===== config.mk =====
export PLATFORM = sky130hd
export DESIGN_NAME = uart_tx
export DESIGN_NICKNAME = d
export VERILOG_FILES = /design/src/rtl/uart_pkg.sv /design/src/rtl/uart_tx_piso.sv /design/src/rtl/uart_tx.sv
export SDC_FILE = /design/constraint.sdc
export NUM_CORES = 1
export LEC_CHECK = 0
export BUFFER_PORTS_ARGS = -buffer_cell sky130_fd_sc_hd__buf_4
export CORE_ASPECT_RATIO = 0.75
export CORE_MARGIN = 3
export CORE_UTILIZATION = 49
export DETAILED_ROUTE_END_ITERATION = 7
export GPL_TIMING_DRIVEN = 0
export PLACE_DENSITY = 0.73
export SYNTH_ARGS = -nofsm -noshare
export SYNTH_HDL_FRONTEND = slang
export SYNTH_SLANG_ARGS = --single-unit

===== constraint.sdc =====
create_clock -name clk -period 1.5 [get_ports clk]
set_input_delay 0.225 -clock clk [delete_from_list [all_inputs] [get_ports clk]]
set_output_delay 0.225 -clock clk [all_outputs]
set_load 0.02 [all_outputs]

===== src/rtl/uart_pkg.sv =====
// Shared types and constants for the UART transmit path.
package uart_pkg;

  typedef enum logic [1:0] {
    PARITY_NONE,
    PARITY_EVEN,
    PARITY_ODD
  } parity_t;

  typedef enum logic [2:0] {
    S_IDLE,
    S_SYNC,
    S_START,
    S_DATA,
    S_PARITY,
    S_STOP
  } uart_tx_state_t;

  localparam logic UART_IDLE_LEVEL = 1'b1;

  // data_xor is the reduction XOR of the payload.
  function automatic logic parity_of(input parity_t mode, input logic data_xor);
    logic p;
    case (mode)
      PARITY_EVEN: p = data_xor;
      PARITY_ODD:  p = ~data_xor;
      default:     p = 1'b0;
    endcase
    return p;
  endfunction

endpackage


===== src/rtl/uart_tx_piso.sv =====
// Parallel-in serial-out shift register: load wins over shift, LSB shifts out first.
module piso_shift_register #(
  parameter int unsigned N = 8
) (
  input  logic         clk,
  input  logic         rst,
  input  logic         load,
  input  logic [N-1:0] load_data,
  input  logic         shift_en,
  output logic         sout,
  output logic         sout_next
);

  logic [N-1:0] sr_d;
  logic [N-1:0] sr_q;

  always_comb begin
    sr_d = sr_q;
    if (load) begin
      sr_d = load_data;
    end else if (shift_en) begin
      sr_d = {1'b0, sr_q[N-1:1]};
    end
  end

  always_ff @(posedge clk or posedge rst) begin
    if (rst) begin
      sr_q <= '0;
    end else begin
      sr_q <= sr_d;
    end
  end

  // sout_next is the bit that becomes the LSB after the next shift.
  assign sout      = sr_q[0];
  assign sout_next = sr_q[1];

endmodule


===== src/rtl/uart_tx.sv =====
// UART transmitter: frames accepted words into start/data/parity/stop bits paced by baud_tick.
module uart_tx
  import uart_pkg::*;
#(
  parameter int unsigned DATA_BITS = 8,
  parameter int unsigned STOP_BITS = 1,
  parameter parity_t     PARITY    = PARITY_NONE
) (
  input  logic                 clk,
  input  logic                 rst,
  input  logic                 baud_tick,
  input  logic [DATA_BITS-1:0] tx_data,
  input  logic                 tx_valid,
  output logic                 tx_ready,
  output logic                 tx,
  output logic                 busy,
  output logic                 frame_done
);

  localparam int unsigned          BIT_CNT_W = $clog2(DATA_BITS + 1);
  localparam logic [BIT_CNT_W-1:0] LAST_BIT  = BIT_CNT_W'(DATA_BITS - 1);
  localparam logic [1:0]           LAST_STOP = 2'(STOP_BITS - 1);

  uart_tx_state_t       state_q, state_d;
  logic [BIT_CNT_W-1:0] bit_cnt_q, bit_cnt_d;
  logic [1:0]           stop_cnt_q, stop_cnt_d;
  logic                 parity_q, parity_d;
  logic                 tx_q, tx_d;
  logic                 frame_done_q, frame_done_d;
  logic                 accept;
  logic                 sr_shift;
  logic                 sr_lsb;
  logic                 sr_lsb_next;

  assign tx_ready   = (state_q == S_IDLE) & ~rst;
  assign busy       = (state_q != S_IDLE);
  assign accept     = tx_valid & tx_ready;
  assign tx         = tx_q;
  assign frame_done = frame_done_q;

  piso_shift_register #(
    .N(DATA_BITS)
  ) u_piso (
    .clk       (clk),
    .rst       (rst),
    .load      (accept),
    .load_data (tx_data),
    .shift_en  (sr_shift),
    .sout      (sr_lsb),
    .sout_next (sr_lsb_next)
  );

  // tx is registered, so each branch computes the level for the bit that starts on this tick.
  always_comb begin
    state_d      = state_q;
    bit_cnt_d    = bit_cnt_q;
    stop_cnt_d   = stop_cnt_q;
    parity_d     = parity_q;
    tx_d         = tx_q;
    frame_done_d = 1'b0;
    sr_shift     = 1'b0;
    unique case (state_q)
      S_IDLE: begin
        tx_d = UART_IDLE_LEVEL;
        if (accept) begin
          state_d  = S_SYNC;
          parity_d = parity_of(PARITY, ^tx_data);
        end
      end
      S_SYNC: begin
        if (baud_tick) begin
          state_d = S_START;
          tx_d    = 1'b0;
        end
      end
      S_START: begin
        if (baud_tick) begin
          state_d   = S_DATA;
          bit_cnt_d = '0;
          tx_d      = sr_lsb;
        end
      end
      S_DATA: begin
        if (baud_tick) begin
          sr_shift  = 1'b1;
          bit_cnt_d = bit_cnt_q + BIT_CNT_W'(1);
          if (bit_cnt_q == LAST_BIT) begin
            if (PARITY != PARITY_NONE) begin
              state_d = S_PARITY;
              tx_d    = parity_q;
            end else begin
              state_d    = S_STOP;
              stop_cnt_d = '0;
              tx_d       = UART_IDLE_LEVEL;
            end
          end else begin
            tx_d = sr_lsb_next;
          end
        end
      end
      S_PARITY: begin
        if (baud_tick) begin
          state_d    = S_STOP;
          stop_cnt_d = '0;
          tx_d       = UART_IDLE_LEVEL;
        end
      end
      S_STOP: begin
        tx_d = UART_IDLE_LEVEL;
        if (baud_tick) begin
          stop_cnt_d = stop_cnt_q + 2'd1;
          if (stop_cnt_q == LAST_STOP) begin
            state_d      = S_IDLE;
            frame_done_d = 1'b1;
          end
        end
      end
      default: begin
        state_d = S_IDLE;
        tx_d    = UART_IDLE_LEVEL;
      end
    endcase
  end

  always_ff @(posedge clk or posedge rst) begin
    if (rst) begin
      state_q      <= S_IDLE;
      bit_cnt_q    <= '0;
      stop_cnt_q   <= '0;
      parity_q     <= 1'b0;
      tx_q         <= UART_IDLE_LEVEL;
      frame_done_q <= 1'b0;
    end else begin
      state_q      <= state_d;
      bit_cnt_q    <= bit_cnt_d;
      stop_cnt_q   <= stop_cnt_d;
      parity_q     <= parity_d;
      tx_q         <= tx_d;
      frame_done_q <= frame_done_d;
    end
  end

endmodule


==> metrics <==
status complete, but fails checks; failing checks negative setup slack; routed vias 839; post-layout util 67.3%; ys async rst share 100%; total grt overflow 0; share of post-route cells with drive strength above 1 31.2%; Cell variety after synth 34; Post-Syn Instances 102; Synth Cell Area 1020 um^2; DRT Pass-1 Iters 4; RSZ-0062 raised after global routing yes; Int Pwr 0.00119 W; # H-tree levels 1; Final period util 107%; most frequent cells in the layout buf_4 (23), dfrtp_1 (15), nand3_1 (8), and2_1 (7), a221o_1 (7); Synth-to-Final Area Change 22.2%; total CTS buffers 3; CP max stage delay 0.43 ns; DRC errors left 0; WL final 2.16 mm; commonest non-fill, non-tap cell in the layout buf_4; Comb pwr share 44.8%; CTS Sinks 19; crit path DAT 1.78 ns; Slew @ Worst Pin 0.723 ns; port buffer count 15; Final WS setup -0.100 ns; worst vdd rail ir drop 1020 uV; R2R Path End u_piso.sr_q[6]$_DFFE_PP0P_; clock-pin transition on the worst setup and hold timing paths 0.11 ns; Clk Latency, worst-skew pair 0.30 ns; cell depth of the worst flop-to-flop path 4; pin count of the biggest net entering global routing 20; PwrDens 1490 nW/um^2; clock power share 13.8%; Worst setup EP type flop; Slew headroom 51.8%; Max Fanout on Critical Path 8; Max Freq 625 MHz; clock root cell clkbuf_4; number of global-route vias before repair 789; total power 0.00186 W; fillers 146; LEAKAGE 0.567 nW; critical-path cell list or3_4 -> o21ba_1 -> buf_6 -> a221o_1; Starting Density 55.1%; crit start category flop; Syn Area/Cell 10.0 um^2; DR WL/cell 14.7 um; io pins 16; ys flop type dfrtp_1; Ant. Diodes 0; worst-case clock buffer depth 2; Synth Register Bits 19; CP max stage cell dfrtp_2; All-Layer GR Usage 18.4%; Layout Nets 140; Synth warnings 0; Switching Share 35.8%; placer congestion estimate 0.751; CP required 1.68 ns; final setup fails 9; CTS tree built; first-pass GRT wire length 3.66 mm; syn nets 116; Final Skew 0.0131 ns; initial antenna violation count 0; sequential power share 41.5%; DP Wirelength 1.44 mm; critical path type reg2reg; sequential area share after synthesis 46.6%; Vias/cell 5.71; die span in y 45.6 um; Die X 58.7 um; Max Cap Viol 0; std cell rows 13; Final ANT Viol Nets 0; Post-synth EDFFs 0; RR Startpoint state_q[0]$_DFFE_PP0P_; core area 1850 um^2; die area 2680 um^2; Hold Path Class in2async; Final Critical Period 1.60 ns; Final Slew Violations 0; final hold viol count 0; P_sw 0.000666 W; Reg2Reg Setup Slack -0.10 ns; DRT iter0 DRCs 35
## worst max-delay path by stage
stage          cells past startpoint                   start  slack [ns]                         end
3_5_place_dp                       5  state_q[2]$_DFFE_PP0P_       -0.23  u_piso.sr_q[6]$_DFFE_PP0P_
2_1_floorplan                      6  state_q[0]$_DFFE_PP0P_       -0.18  u_piso.sr_q[1]$_DFFE_PP0P_
4_1_cts                            3  state_q[1]$_DFFE_PP0P_       -0.13                    tx_ready
6_report                           4  state_q[0]$_DFFE_PP0P_       -0.10  u_piso.sr_q[6]$_DFFE_PP0P_
5_1_grt                            3  state_q[0]$_DFFE_PP0P_       -0.15                    tx_ready
3_3_place_gp                       5  state_q[2]$_DFFE_PP0P_       -0.23  u_piso.sr_q[6]$_DFFE_PP0P_
## power groups by stage
stage	logic, W	registers [W]	clock network [W]
finish	0.000832	0.000771	0.000256
global route	0.000932	0.000791	0.000283
CTS	0.000790	0.000765	0.000266
detailed placement	0.000736	0.000754	0
global placement	0.000716	0.000749	0
floorplan	0.000570	0.000745	0
## metrics by stage
stage | hold slack, ns | setup slack [ns] | TNS (ns) | cell area, um^2 | instances
3_3_place_gp | 0.398 | -0.233 | -1.76 | 1160 | 139
2_1_floorplan | 0.175 | -0.177 | -1.30 | 1020 | 102
3_5_place_dp | 0.407 | -0.232 | -1.81 | 1160 | 139
4_1_cts | 0.0857 | -0.127 | -0.753 | 1230 | 146
5_1_grt | 0.106 | -0.150 | -1.15 | 1250 | 147
6_report | 0.0608 | -0.100 | -0.753 | 1250 | 147
## critical path: cells and delay by family (launching register included)
family | cells | cell delay, ns
AOI/OAI and AO/OA | 2 | 0.48
DFF | 1 | 0.43
and+or+nand+nor | 1 | 0.43
buffers and inverters | 1 | 0.13
## cell type report
cell class	instances	area (um^2)	share of cell area [%]
plain buffers	4	23.8	1.90
clock buffers	4	26.3	2.10
inverters	6	22.5	1.80
multi-input cells	68	484	38.8
flip-flops and latches	19	480	38.5
well taps	22	27.5	2.20
repair buffers	24	184	14.7
## cell usage after synthesis (3+ instances only)
cell type   n  area share (%)
nor2_1      7             2.6
buf_6       3             3.3
dfrtp_1    18              44
clkbuf_1    5             1.8
and2_1      7             4.3
a22o_1      4             3.4
nand2_1     5             1.8
inv_1       6             2.2
nand3_1     8             3.9
a221o_1     7             6.9
o21ai_0     4             2.0
## state kept, by name, indices dropped and copies added, names as in the netlist
signal and flops:
bit_cnt_q 4, stop_cnt_q 2, state_q 3, tx 1
u_piso.sr_q 8, frame_done 1
## logic make-up (layout without fill, tap and decap cells)
family          after synthesis  in the layout  synth area share [%]
simple gates                 39             39                  21.3
compound gates               25             25                  19.7
flops                        19             19                  46.6
buf+inv                      15             38                  7.83
fa+ha+maj                     3              3                  3.43
mux                           1              1                  1.10
## metal layers
| layer | wire length (um) | part of all wire [%] | track usage (%) | vias to the layer above |
|---|---|---|---|---|
| met4 | 0 | 0 | 2.71 | 0 |
| met3 | 110 | 5.1 | 5.10 | 0 |
| met5 | 0 | 0 | 0 | - |
| met2 | 977 | 45 | 28.0 | 20 |
| met1 | 1070 | 49 | 26.7 | 398 |
| li1 | - | - | - | 421 |
## timing repair
item / in CTS / in global routing
endpoints found under the setup margin: 11 / 15
hold buffers: 0 / 0
cloned: 0 / 0
setup buffers: 7 / 2
gates resized for setup: 8 / 5
pin swaps: 2 / 2
Note: power is estimated with default switching activity, not from simulation.
